$ cat config.mk
export PLATFORM = sky130hd
export DESIGN_NAME = prescaler_timer_multi
export DESIGN_NICKNAME = d
export VERILOG_FILES = /design/src/rtl/prescaler_timer_multi.sv
export SDC_FILE = /design/constraint.sdc
export NUM_CORES = 1
export LEC_CHECK = 0
export ABC_AREA = 0
export BUFFER_PORTS_ARGS = -buffer_cell sky130_fd_sc_hd__clkbuf_2
export CORE_MARGIN = 1.5
export CORE_UTILIZATION = 42
export DETAILED_ROUTE_END_ITERATION = 16
export GPL_TIMING_DRIVEN = 0
export PLACE_DENSITY = 0.68
export SYNTH_ARGS = -nofsm -noshare
export SYNTH_HDL_FRONTEND = slang
export SYNTH_SLANG_ARGS = --single-unit
$ cat constraint.sdc
create_clock -name clk -period 6.8 [get_ports clk]
set_clock_uncertainty 0.15 [all_clocks]
set_input_delay 0.68 -clock clk [delete_from_list [all_inputs] [get_ports clk]]
set_output_delay 0.68 -clock clk [all_outputs]
set_load 0.02 [all_outputs]
$ cat src/rtl/prescaler_timer_multi.sv
// NUM_CHANNELS independent power-of-two countdown timers with shadowed prescalers.
// Each channel drives a toggle or pulse output plus a one-shot done flag.

module prescaler_timer_ch #(
   parameter int PB = 4
) (
   input  logic          clk,
   input  logic          sys_rst,
   input  logic          tim_rst,
   input  logic          en,
   input  logic          mode,
   input  logic          one_shot,
   input  logic [PB-1:0] prescaler,
   output logic          out,
   output logic          done
);
   localparam int CW = 2**PB;

   typedef enum logic [1:0] {IDLE, RUN, DONE} state_t;

   state_t        state_q, state_d;
   logic [PB-1:0] p_q, p_d;
   logic [CW-1:0] cnt_q, cnt_d;
   logic          out_q, out_d;
   logic          done_q, done_d;
   logic [CW-1:0] reload_m1;

   // H-1 for the incoming prescaler; p == 0 behaves as a one-cycle period.
   function automatic logic [CW-1:0] half_m1(input logic [PB-1:0] p);
      if (p == '0) return '0;
      return (CW'(1) << (p - PB'(1))) - CW'(1);
   endfunction

   assign reload_m1 = half_m1(prescaler);

   always_comb begin
      state_d = state_q;
      p_d     = p_q;
      cnt_d   = cnt_q;
      out_d   = out_q;
      done_d  = done_q;
      if (tim_rst) begin
         state_d = IDLE;
         out_d   = 1'b0;
         done_d  = 1'b0;
         p_d     = prescaler;
         cnt_d   = reload_m1;
      end else begin
         if (mode) out_d = 1'b0;
         if (en && state_q != DONE) begin
            state_d = RUN;
            if (cnt_q == '0) begin
               cnt_d = reload_m1;
               p_d   = prescaler;
               out_d = (p_q == '0 || mode) ? 1'b1 : ~out_q;
               if (one_shot) begin
                  state_d = DONE;
                  done_d  = 1'b1;
               end
            end else begin
               cnt_d = cnt_q - CW'(1);
            end
         end
      end
   end

   always_ff @(posedge clk) begin
      if (sys_rst) begin
         state_q <= IDLE;
         p_q     <= '0;
         cnt_q   <= '0;
         out_q   <= 1'b0;
         done_q  <= 1'b0;
      end else begin
         state_q <= state_d;
         p_q     <= p_d;
         cnt_q   <= cnt_d;
         out_q   <= out_d;
         done_q  <= done_d;
      end
   end

   assign out  = out_q;
   assign done = done_q;
endmodule

module prescaler_timer_multi #(
   parameter int NUM_CHANNELS       = 4,
   parameter int PRESCALER_NUM_BITS = 4
) (
   input  logic                                       clk,
   input  logic                                       sys_rst,
   input  logic [NUM_CHANNELS-1:0]                    en,
   input  logic [NUM_CHANNELS-1:0]                    tim_rst,
   input  logic [NUM_CHANNELS*PRESCALER_NUM_BITS-1:0] prescaler,
   input  logic [NUM_CHANNELS-1:0]                    mode,
   input  logic [NUM_CHANNELS-1:0]                    one_shot,
   output logic [NUM_CHANNELS-1:0]                    out,
   output logic [NUM_CHANNELS-1:0]                    done
);
   for (genvar i = 0; i < NUM_CHANNELS; i++) begin : g_ch
      prescaler_timer_ch #(.PB(PRESCALER_NUM_BITS)) u_ch (
         .clk       (clk),
         .sys_rst   (sys_rst),
         .tim_rst   (tim_rst[i]),
         .en        (en[i]),
         .mode      (mode[i]),
         .one_shot  (one_shot[i]),
         .prescaler (prescaler[i*PRESCALER_NUM_BITS +: PRESCALER_NUM_BITS]),
         .out       (out[i]),
         .done      (done[i])
      );
   end
endmodule
==> results of run 1 <==
## per-stage QoR
stage          power, W  cells  hold slack, ns  setup slack (ns)
2_1_floorplan  0.000939    836           0.276              3.68
3_3_place_gp    0.00104   1060           0.286              3.05
3_5_place_dp    0.00104   1060           0.289              3.08
4_1_cts         0.00159   1076           0.298              3.43
5_1_grt         0.00167   1076           0.316              3.05
6_report        0.00160   1076           0.302              3.42
## registers in the layout, summed over array words and instances (netlist names)
register           flops
g_ch.u_ch.cnt_q       64
g_ch.u_ch.p_q         16
g_ch.u_ch.state_q      8
g_ch.u_ch.done         4
g_ch.u_ch.out          4
## path summary, 6_finish.rpt
kind / startpoint / to / cells past startpoint
max: prescaler[15] / g_ch[3].u_ch.cnt_q[12] / 11
min: g_ch[3].u_ch.p_q[3] / g_ch[3].u_ch.p_q[3] / 2
max reg2reg: g_ch[0].u_ch.cnt_q[0] / g_ch[0].u_ch.cnt_q[8] / 7
min reg2reg: g_ch[3].u_ch.p_q[3] / g_ch[3].u_ch.p_q[3] / 2
## power breakdown
part	switching (W)	internal [W]
logic	0.000245	0.000146
registers	0.0000459	0.000606
clock network	0.000232	0.000321
total	0.000523	0.00107
## kinds of logic after synthesis
group / share of synthesized area
AOI/OAI and AO/OA: 0.285
xor gates and xnor gates: 0.0150
adders and majority gates: 0.0156
buffers and inverters: 0.0610
DFF: 0.299
muxes: 0.0400
and+or+nand+nor: 0.284
## cell usage in the layout, fill, tap and decap left out, drive strengths merged, types with 5 or more instances in the layout
| master | count |
|---|---|
| dfxtp | 96 |
| clkbuf | 93 |
| nand2 | 74 |
| nor2 | 57 |
| a21oi | 51 |
| o21ai | 45 |
| nor3 | 42 |
| nand3 | 35 |
| inv | 25 |
| mux2i | 20 |
| or3 | 18 |
| a31oi | 18 |
| o211ai | 18 |
| buf | 18 |
| nand2b | 16 |
| nor4 | 16 |
| nand4 | 15 |
| or4 | 14 |
| a211oi | 12 |
| o311ai | 12 |
| nor2b | 11 |
| a21o | 10 |
| o31ai | 10 |
| a22oi | 8 |
| ha | 8 |
| and2 | 8 |
| xor2 | 7 |
| and3 | 7 |
| a311oi | 7 |
| a21boi | 6 |
| nor3b | 6 |
| and4 | 6 |
| o2111ai | 6 |
| a221oi | 6 |
| clkinv | 6 |
| o32ai | 5 |
| o22ai | 5 |
| mux2 | 5 |
## routing by layer
layer	vias to the layer above	track usage	wire length (um)
met5	-	0	0
met4	0	0.105	499
met3	43	0.0249	1080
met2	275	0.367	8310
met1	3137	0.325	8800
li1	3291	-	-
## worst max-delay path, cell delays in order
cell and delay, ns:
clkbuf_2 0.08, clkbuf_1 0.31, clkbuf_1 0.36, or3_1 0.18, ha_1 0.16, clkbuf_1 0.33, inv_1 0.17, a2111oi_0 0.66
a31oi_1 0.13, or3_1 0.37, nand3_1 0.09
## final cells by class
class / count / area (sq um)
timing repair buffer: 36 / 180
multi-input combinational: 648 / 4110
buffer: 65 / 290
inverter: 27 / 101
clock inverter: 6 / 83.8
sequential: 96 / 1920
tap: 188 / 235
fill: 1485 / 7940
clock buffer: 10 / 229
==> flow_summary.json, run 1 <==
{
  "cts-root-buf": "clkbuf_16",
  "ys_seq_area_frac": 0.299,
  "yosys-top-cells-count": "96 x dfxtp_1, 74 x nand2_1, 57 x nor2_1",
  "numCtsBuffers": 9,
  "rsz0062_at_grt": "false",
  "grt_pass1_wl_um": 30100,
  "ios": 42,
  "async_flop_share": 0,
  "period_needed_ns": 3.38,
  "synth_area_per_cell_sq_um": 7.68,
  "portBuffers": 36,
  "tns_ns": 0,
  "clock_sinks": 96,
  "report.final.slew_viol_count": 0,
  "end_kind": "register",
  "finalCritPeriodShare": 0.498,
  "yosysMostFrequentCell": "dfxtp_1",
  "hold_viol": 0,
  "rows": 45,
  "hp-class": "reg -> reg",
  "drt-initial-drc-count": 1028,
  "relSlewSlack": 0.121,
  "die-area_sq_um": 16000,
  "die_h_um": 127,
  "drc": 2,
  "ys_top_cells_by_area": "dfxtp_1 30%, nand2_1 4.3%, a21oi_1 3.8%",
  "maxCapViolCount": 0,
  "cts_resized": 0,
  "cp_max_fo": 10,
  "reg2reg_slack_ns": 3.72,
  "ir_worst_vdd_mv": 0.143,
  "grt_pass1_vias": 5941,
  "ys_ff_latch": 96,
  "p_leak_nw": 2.64,
  "wire_per_inst_um": 17.4,
  "p_per_area_nw_per_um2": 223,
  "start_kind": "primary input",
  "drive_gt1_frac": 0.101,
  "ys.warnings.count": 0,
  "postCtsSetupBuffers": 0,
  "yosys.cell_types.count": 80,
  "critPathRequiredTime_ns": 6.95,
  "vias_per_cell": 6.27,
  "syn_inst": 836,
  "clock_latency_ns": 0.36,
  "dp_hpwl_um": 13500,
  "status": "finished with violations",
  "ant_nets": 0,
  "gr-total-overflow": 0,
  "gp_congestion": 0.937,
  "fmax_mhz": 296,
  "syn_area_sq_um": 6420,
  "grt_max_degree": 16,
  "cts_tree": "done",
  "antenna_found_initial": 0,
  "clock_path_buffers": 2,
  "wl_um": 18700,
  "layout.nets": 925,
  "cts_hold_buf": 0,
  "initial_core_util": 0.425,
  "syn_nets": 878,
  "critical_path_class": "in -> reg",
  "finalSetupViolCount": 0,
  "track_usage": 0.234,
  "dr_total_vias": 6746,
  "fin_area_sq_um": 7150,
  "final_util": 0.474,
  "htreeDepth": 3,
  "dieWidth_um": 127,
  "violations": "design-rule violations",
  "first_pass_iters": 11,
  "synth_area_leader_cell": "dfxtp_1",
  "synth_top_area_frac": 0.299,
  "core_region_area_sq_um": 15100,
  "worst_pin_slew_ns": 1.30,
  "diodes": 0,
  "worstPathArrival_ns": 3.53,
  "syn_to_final_growth_pct": 11.3,
  "synth_edf_count": 0,
  "synth-main-ff-cell": "dfxtp_1",
  "post_dp_cell_area_sq_um": 6830,
  "clkSlewWorstSetupHoldPaths_ns": 0.07
}
Power figures use the tool's default switching activity.
==> run 2: changes to the inputs <==
--- a/config.mk
+++ b/config.mk
@@ -5,7 +5,7 @@
 export SDC_FILE = /design/constraint.sdc
 export NUM_CORES = 1
 export LEC_CHECK = 0
-export ABC_AREA = 0
+export ABC_AREA = 1
 export BUFFER_PORTS_ARGS = -buffer_cell sky130_fd_sc_hd__clkbuf_2
 export CORE_MARGIN = 1.5
 export CORE_UTILIZATION = 42
==> constraint.sdc (replaced) <==
create_clock -name clk -period 3.55 [get_ports clk]
set_clock_uncertainty 0.15 [all_clocks]
set_input_delay 0.355 -clock clk [delete_from_list [all_inputs] [get_ports clk]]
set_output_delay 0.355 -clock clk [all_outputs]
set_load 0.02 [all_outputs]
==> run 2 against run 1 <==
The flow now finishes without violations. Final cell count grew 20%. Combinational power grew 98%. Global-route usage shrank 1.6 points. Critical path type is now reg -> reg. Highest routed layer unchanged.
==> flow_summary.json, run 2 <==
{
  "rows": 45,
  "critPathRequiredTime_ns": 3.69,
  "final_common_cell": "nand2_1",
  "portBuffers": 35,
  "r2r-start": "g_ch[2].u_ch.cnt_q[0]",
  "yosys.cell_types.count": 44,
  "synth_edf_count": 0,
  "worstPathArrival_ns": 2.30,
  "report.final.slew_viol_count": 0,
  "holdWs_ns": 0.103,
  "fin_area_sq_um": 7310,
  "postCtsSetupBuffers": 0,
  "finalCritPeriodShare": 0.609,
  "track_usage": 0.217,
  "yosysMostFrequentCell": "nand2_1",
  "numCtsBuffers": 9,
  "top_regs": "g_ch.u_ch.cnt_q x64, g_ch.u_ch.p_q x16, g_ch.u_ch.state_q x8",
  "hold_path_startpoint": "one_shot[0]",
  "core_region_area_sq_um": 15200,
  "clkSlewWorstSetupHoldPaths_ns": 0.07,
  "p_leak_nw": 3.33,
  "yosys-top-cells-count": "190 x nand2_1, 129 x inv_1, 128 x nor2_1",
  "die-area_sq_um": 16400,
  "tns_ns": 0,
  "ir_worst_vdd_mv": 0.271,
  "maxCapViolCount": 0,
  "largest_reg_flops": 64,
  "status": "finished clean",
  "syn_to_final_growth_pct": 11.4,
  "drive_gt1_frac": 0.101,
  "drc": 0,
  "diodes": 0,
  "vias_per_cell": 5.37,
  "p_per_area_nw_per_um2": 431,
  "cts_tree": "done",
  "ys_ff_latch": 96,
  "async_flop_share": 0,
  "clock_path_buffers": 2,
  "first_pass_iters": 6,
  "wire_per_inst_um": 13.5,
  "die_h_um": 128,
  "grt_pass1_wl_um": 28900,
  "cp_max_fo": 10,
  "final_cell_mix": "190 x nand2_1, 129 x inv_1, 128 x nor2_1",
  "end_kind": "register",
  "synth_area_leader_cell": "dfxtp_1",
  "syn_area_sq_um": 6560,
  "hp-class": "in -> reg",
  "finalSetupViolCount": 0,
  "dp_hpwl_um": 12800,
  "gp_congestion": 0.915,
  "worst_pin_slew_ns": 0.807,
  "rsz0062_at_grt": "false",
  "ios": 42,
  "syn_nets": 1090,
  "dr_total_vias": 6907,
  "initial_core_util": 0.431,
  "antenna_found_initial": 0,
  "layout.nets": 1136,
  "cts-root-buf": "clkbuf_16",
  "critical_path_class": "reg -> reg",
  "ys.warnings.count": 0,
  "ys_seq_area_frac": 0.293,
  "ant_nets": 0,
  "grt_pass1_vias": 6171,
  "clock_latency_ns": 0.35,
  "cts_resized": 0,
  "relSlewSlack": 0.462,
  "post_dp_cell_area_sq_um": 6970,
  "largest_register": "g_ch.u_ch.cnt_q",
  "synth_area_per_cell_sq_um": 6.26,
  "critPathLaunch": "g_ch[2].u_ch.cnt_q[0]",
  "grt_max_degree": 15,
  "synth_top_area_frac": 0.293,
  "syn_inst": 1048,
  "htreeDepth": 3,
  "drt-initial-drc-count": 756,
  "ys_top_cells_by_area": "dfxtp_1 29%, nand2_1 11%, o21ai_0 8.8%",
  "cts_hold_buf": 0,
  "clock_sinks": 96,
  "dieWidth_um": 128,
  "gr-total-overflow": 0,
  "fmax_mhz": 463,
  "period_needed_ns": 2.16,
  "hold_viol": 0,
  "wl_um": 17400,
  "synth-main-ff-cell": "dfxtp_1",
  "start_kind": "register"
}
-- run 2: final timing paths --
path	endpoint	slack, ns	depth (start not counted)
setup / recovery	g_ch[2].u_ch.cnt_q[4]	1.39	10
hold / removal	g_ch[0].u_ch.state_q[0]	0.10	2
setup reg to reg	g_ch[2].u_ch.cnt_q[4]	1.39	10
hold reg to reg	g_ch[0].u_ch.done	0.30	2
-- run 2: cell type report --
class / count / area (sq um)
plain buffers: 44 / 231
clock buffers: 12 / 246
clock inverters: 3 / 90.1
fillers: 1593 / 7900
inverters: 136 / 510
multi-input cells: 772 / 3890
flip-flops and latches: 96 / 1920
well taps: 188 / 235
repair buffers: 35 / 175
-- run 2: worst max-delay path: stages, from the launching register on --
cell and delay (ns):
dfxtp_1 0.36, inv_1 0.09, ha_1 0.22, nand2_1 0.15, nor2_1 0.19, nand2_1 0.09
nand2_2 0.19, inv_2 0.15, nor2_4 0.20, nand3_1 0.15, a31oi_1 0.15
-- run 2: metrics by stage --
| step | std cells | util | power [W] | worst slack (ns) |
|---|---|---|---|---|
| floorplan | 1048 | - | 0.00184 | 1.54 |
| global placement | 1271 | 0.458 | 0.00203 | 1.10 |
| detailed placement | 1271 | 0.458 | 0.00203 | 1.06 |
| CTS | 1286 | 0.481 | 0.00316 | 1.38 |
| global route | 1286 | 0.481 | 0.00333 | 1.24 |
| finish | 1286 | 0.481 | 0.00315 | 1.39 |
-- run 2: logic make-up (layout without fill, tap and decap cells) --
group	Yosys count	count (layout)	share of synthesized area
AND/OR/NAND/NOR	469	469	0.312
buffers and inverters	180	230	0.113
XOR/XNOR	36	36	0.0481
flip-flops	96	96	0.293
adder cells (fa/ha/maj)	8	8	0.0153
AO/OA/AOI/OAI	259	259	0.218
-- run 2: layer usage --
metal  GRT usage  vias up  wire length, um
li1            -     3563                -
met1       0.290     3125             8210
met2       0.356      198             7900
met3      0.0380       21             1020
met4      0.0720        0              238
met5           0        -                0
-- run 2: where the power goes --
part           leakage, nW  internal [W]  switching, W
Combinational         2.37      0.000274      0.000500
Clock                0.163      0.000705      0.000415
Sequential           0.793       0.00117     0.0000845
Total                 3.33       0.00215       0.00100
==> run 3: changes to the inputs <==
==> constraint.sdc (replaced) <==
create_clock -name clk -period 2.2 [get_ports clk]
set_clock_uncertainty 0.15 [all_clocks]
set_input_delay 0.22 -clock clk [delete_from_list [all_inputs] [get_ports clk]]
set_output_delay 0.22 -clock clk [all_outputs]
set_load 0.02 [all_outputs]
==> run 3 against run 2 <==
First-iteration DRC count fell by 6.9%. Non-clock buffer count rose by 6. Via count fell by 0.29%. Register-to-register slack got worse by 1.3 ns. Critical path type unchanged. Combinational power rose by 64%. Global-route usage rose by 0.098 points. Largest power group unchanged. Clock power rose by 62%.
==> flow_summary.json, run 3 (synthesized netlist as in run 2, its figures left out) <==
{
  "status": "finished clean",
  "relSlewSlack": 0.462,
  "report.final.slew_viol_count": 0,
  "syn_to_final_growth_pct": 12.6,
  "diodes": 0,
  "place_ws_ns": -0.153,
  "finalCritPeriodShare": 0.953,
  "total_power_w": 0.00510,
  "final_util": 0.486,
  "largest_register": "g_ch.u_ch.cnt_q",
  "grt_pass1_wl_um": 29000,
  "clock_latency_ns": 0.36,
  "antenna_found_initial": 0,
  "grt_max_degree": 15,
  "cp_max_fo": 10,
  "end_kind": "register",
  "first_pass_iters": 6,
  "ant_nets": 0,
  "dieWidth_um": 128,
  "critical_path_class": "reg -> reg",
  "gr-total-overflow": 0,
  "ios": 42,
  "numCtsBuffers": 9,
  "worst_pin_slew_ns": 0.808,
  "period_needed_ns": 2.10,
  "dp_hpwl_um": 12800,
  "gp_congestion": 0.915,
  "rows": 45,
  "die_h_um": 128,
  "reg2reg_slack_ns": 0.10,
  "largest_reg_flops": 64,
  "setup_ws_ns": 0.103,
  "drc": 0,
  "clkSlewWorstSetupHoldPaths_ns": 0.07,
  "worstPathArrival_ns": 2.24,
  "start_kind": "register",
  "rsz0062_at_grt": "true",
  "p_per_area_nw_per_um2": 690,
  "hp-class": "in -> reg",
  "clock_sinks": 96,
  "dr_total_vias": 6887,
  "worst_r2r_path_depth": 10,
  "cts-root-buf": "clkbuf_16",
  "cts_tree": "done",
  "min_path_cells": 3,
  "track_usage": 0.218,
  "top_regs": "g_ch.u_ch.cnt_q x64, g_ch.u_ch.p_q x16, g_ch.u_ch.state_q x8",
  "fmax_mhz": 477,
  "layout.nets": 1142,
  "fill_cells": 1584,
  "core_region_area_sq_um": 15200,
  "initial_core_util": 0.431,
  "ir_worst_vdd_mv": 0.439,
  "finalSetupViolCount": 0,
  "final_common_cell": "nand2_1",
  "drt-initial-drc-count": 704,
  "wl_um": 17400,
  "clock_path_buffers": 2,
  "die-area_sq_um": 16400,
  "final_cell_mix": "190 x nand2_1, 129 x inv_1, 126 x nor2_1",
  "vias_per_cell": 5.33,
  "portBuffers": 35,
  "p_leak_nw": 3.36,
  "maxCapViolCount": 0,
  "hold_viol": 0,
  "drive_gt1_frac": 0.103,
  "grt_pass1_vias": 6217,
  "critPathRequiredTime_ns": 2.34,
  "wire_per_inst_um": 13.5,
  "htreeDepth": 3
}
[run 3: cell types whose count changed in the layout (fill, tap and decap cells not counted), sizes merged]
cell,before,now
dlygate4sd3,0,6
buf,28,27
clkbuf,63,64
[run 3: layer usage]
layer / global-route usage / vias to the layer above / share of wire
li1: - / 3579 / -
met1: 0.290 / 3104 / 0.48
met2: 0.359 / 176 / 0.45
met3: 0.0380 / 28 / 0.050
met4: 0.0720 / 0 / 0.018
met5: 0 / - / 0
[run 3: path summary, 6_finish.rpt]
check / startpoint / end
hold / removal: one_shot[3] / g_ch[3].u_ch.state_q[1]
setup / recovery: g_ch[2].u_ch.cnt_q[0] / g_ch[2].u_ch.cnt_q[4]
hold reg to reg: g_ch[0].u_ch.done / g_ch[0].u_ch.done
setup reg to reg: g_ch[2].u_ch.cnt_q[0] / g_ch[2].u_ch.cnt_q[4]
[run 3: layout make-up]
type / instances / area, sq um / share of cell area
inverter: 136 / 510 / 0.0691
sequential: 96 / 1920 / 0.260
buffer: 44 / 234 / 0.0317
clock inverter: 3 / 90.1 / 0.0122
multi-input combinational: 772 / 3920 / 0.530
clock buffer: 12 / 246 / 0.0334
tap: 188 / 235 / 0.0318
timing repair buffer: 41 / 235 / 0.0318
[run 3: worst max-delay path, stage by stage (launching register included)]
cell and delay [ns]:
dfxtp_1 0.35, inv_1 0.09, ha_1 0.21, nand2_1 0.16, nor2_2 0.17, nand2_1 0.12
nand2_4 0.14, inv_2 0.12, nor2_4 0.20, nand3_1 0.16, a31oi_1 0.15
[run 3: per-stage QoR]
stage	cell area, sq um	TNS [ns]	hold slack (ns)	std cells
3_3_place_gp	6970	-1.56	0.287	1271
6_report	7390	0	0.0178	1292
3_5_place_dp	6970	-2.68	0.290	1271
2_1_floorplan	6560	0	0.202	1048
5_1_grt	7390	-0.0632	0.0293	1292
4_1_cts	7370	0	0.0131	1292
[run 3: power by group]
group / internal [W] / switching (W)
combinational: 0.000451 / 0.000815
sequential: 0.00188 / 0.000135
clock: 0.00114 / 0.000677
[run 3: timing repair]
| item | CTS | global route |
|---|---|---|
| hold buffers | 6 | 0 |
| endpoints found under the hold margin | 6 | 0 |
| endpoints found under the setup margin | 0 | 21 |
| buffers inserted | 0 | 0 |
| resized for setup | 0 | 6 |
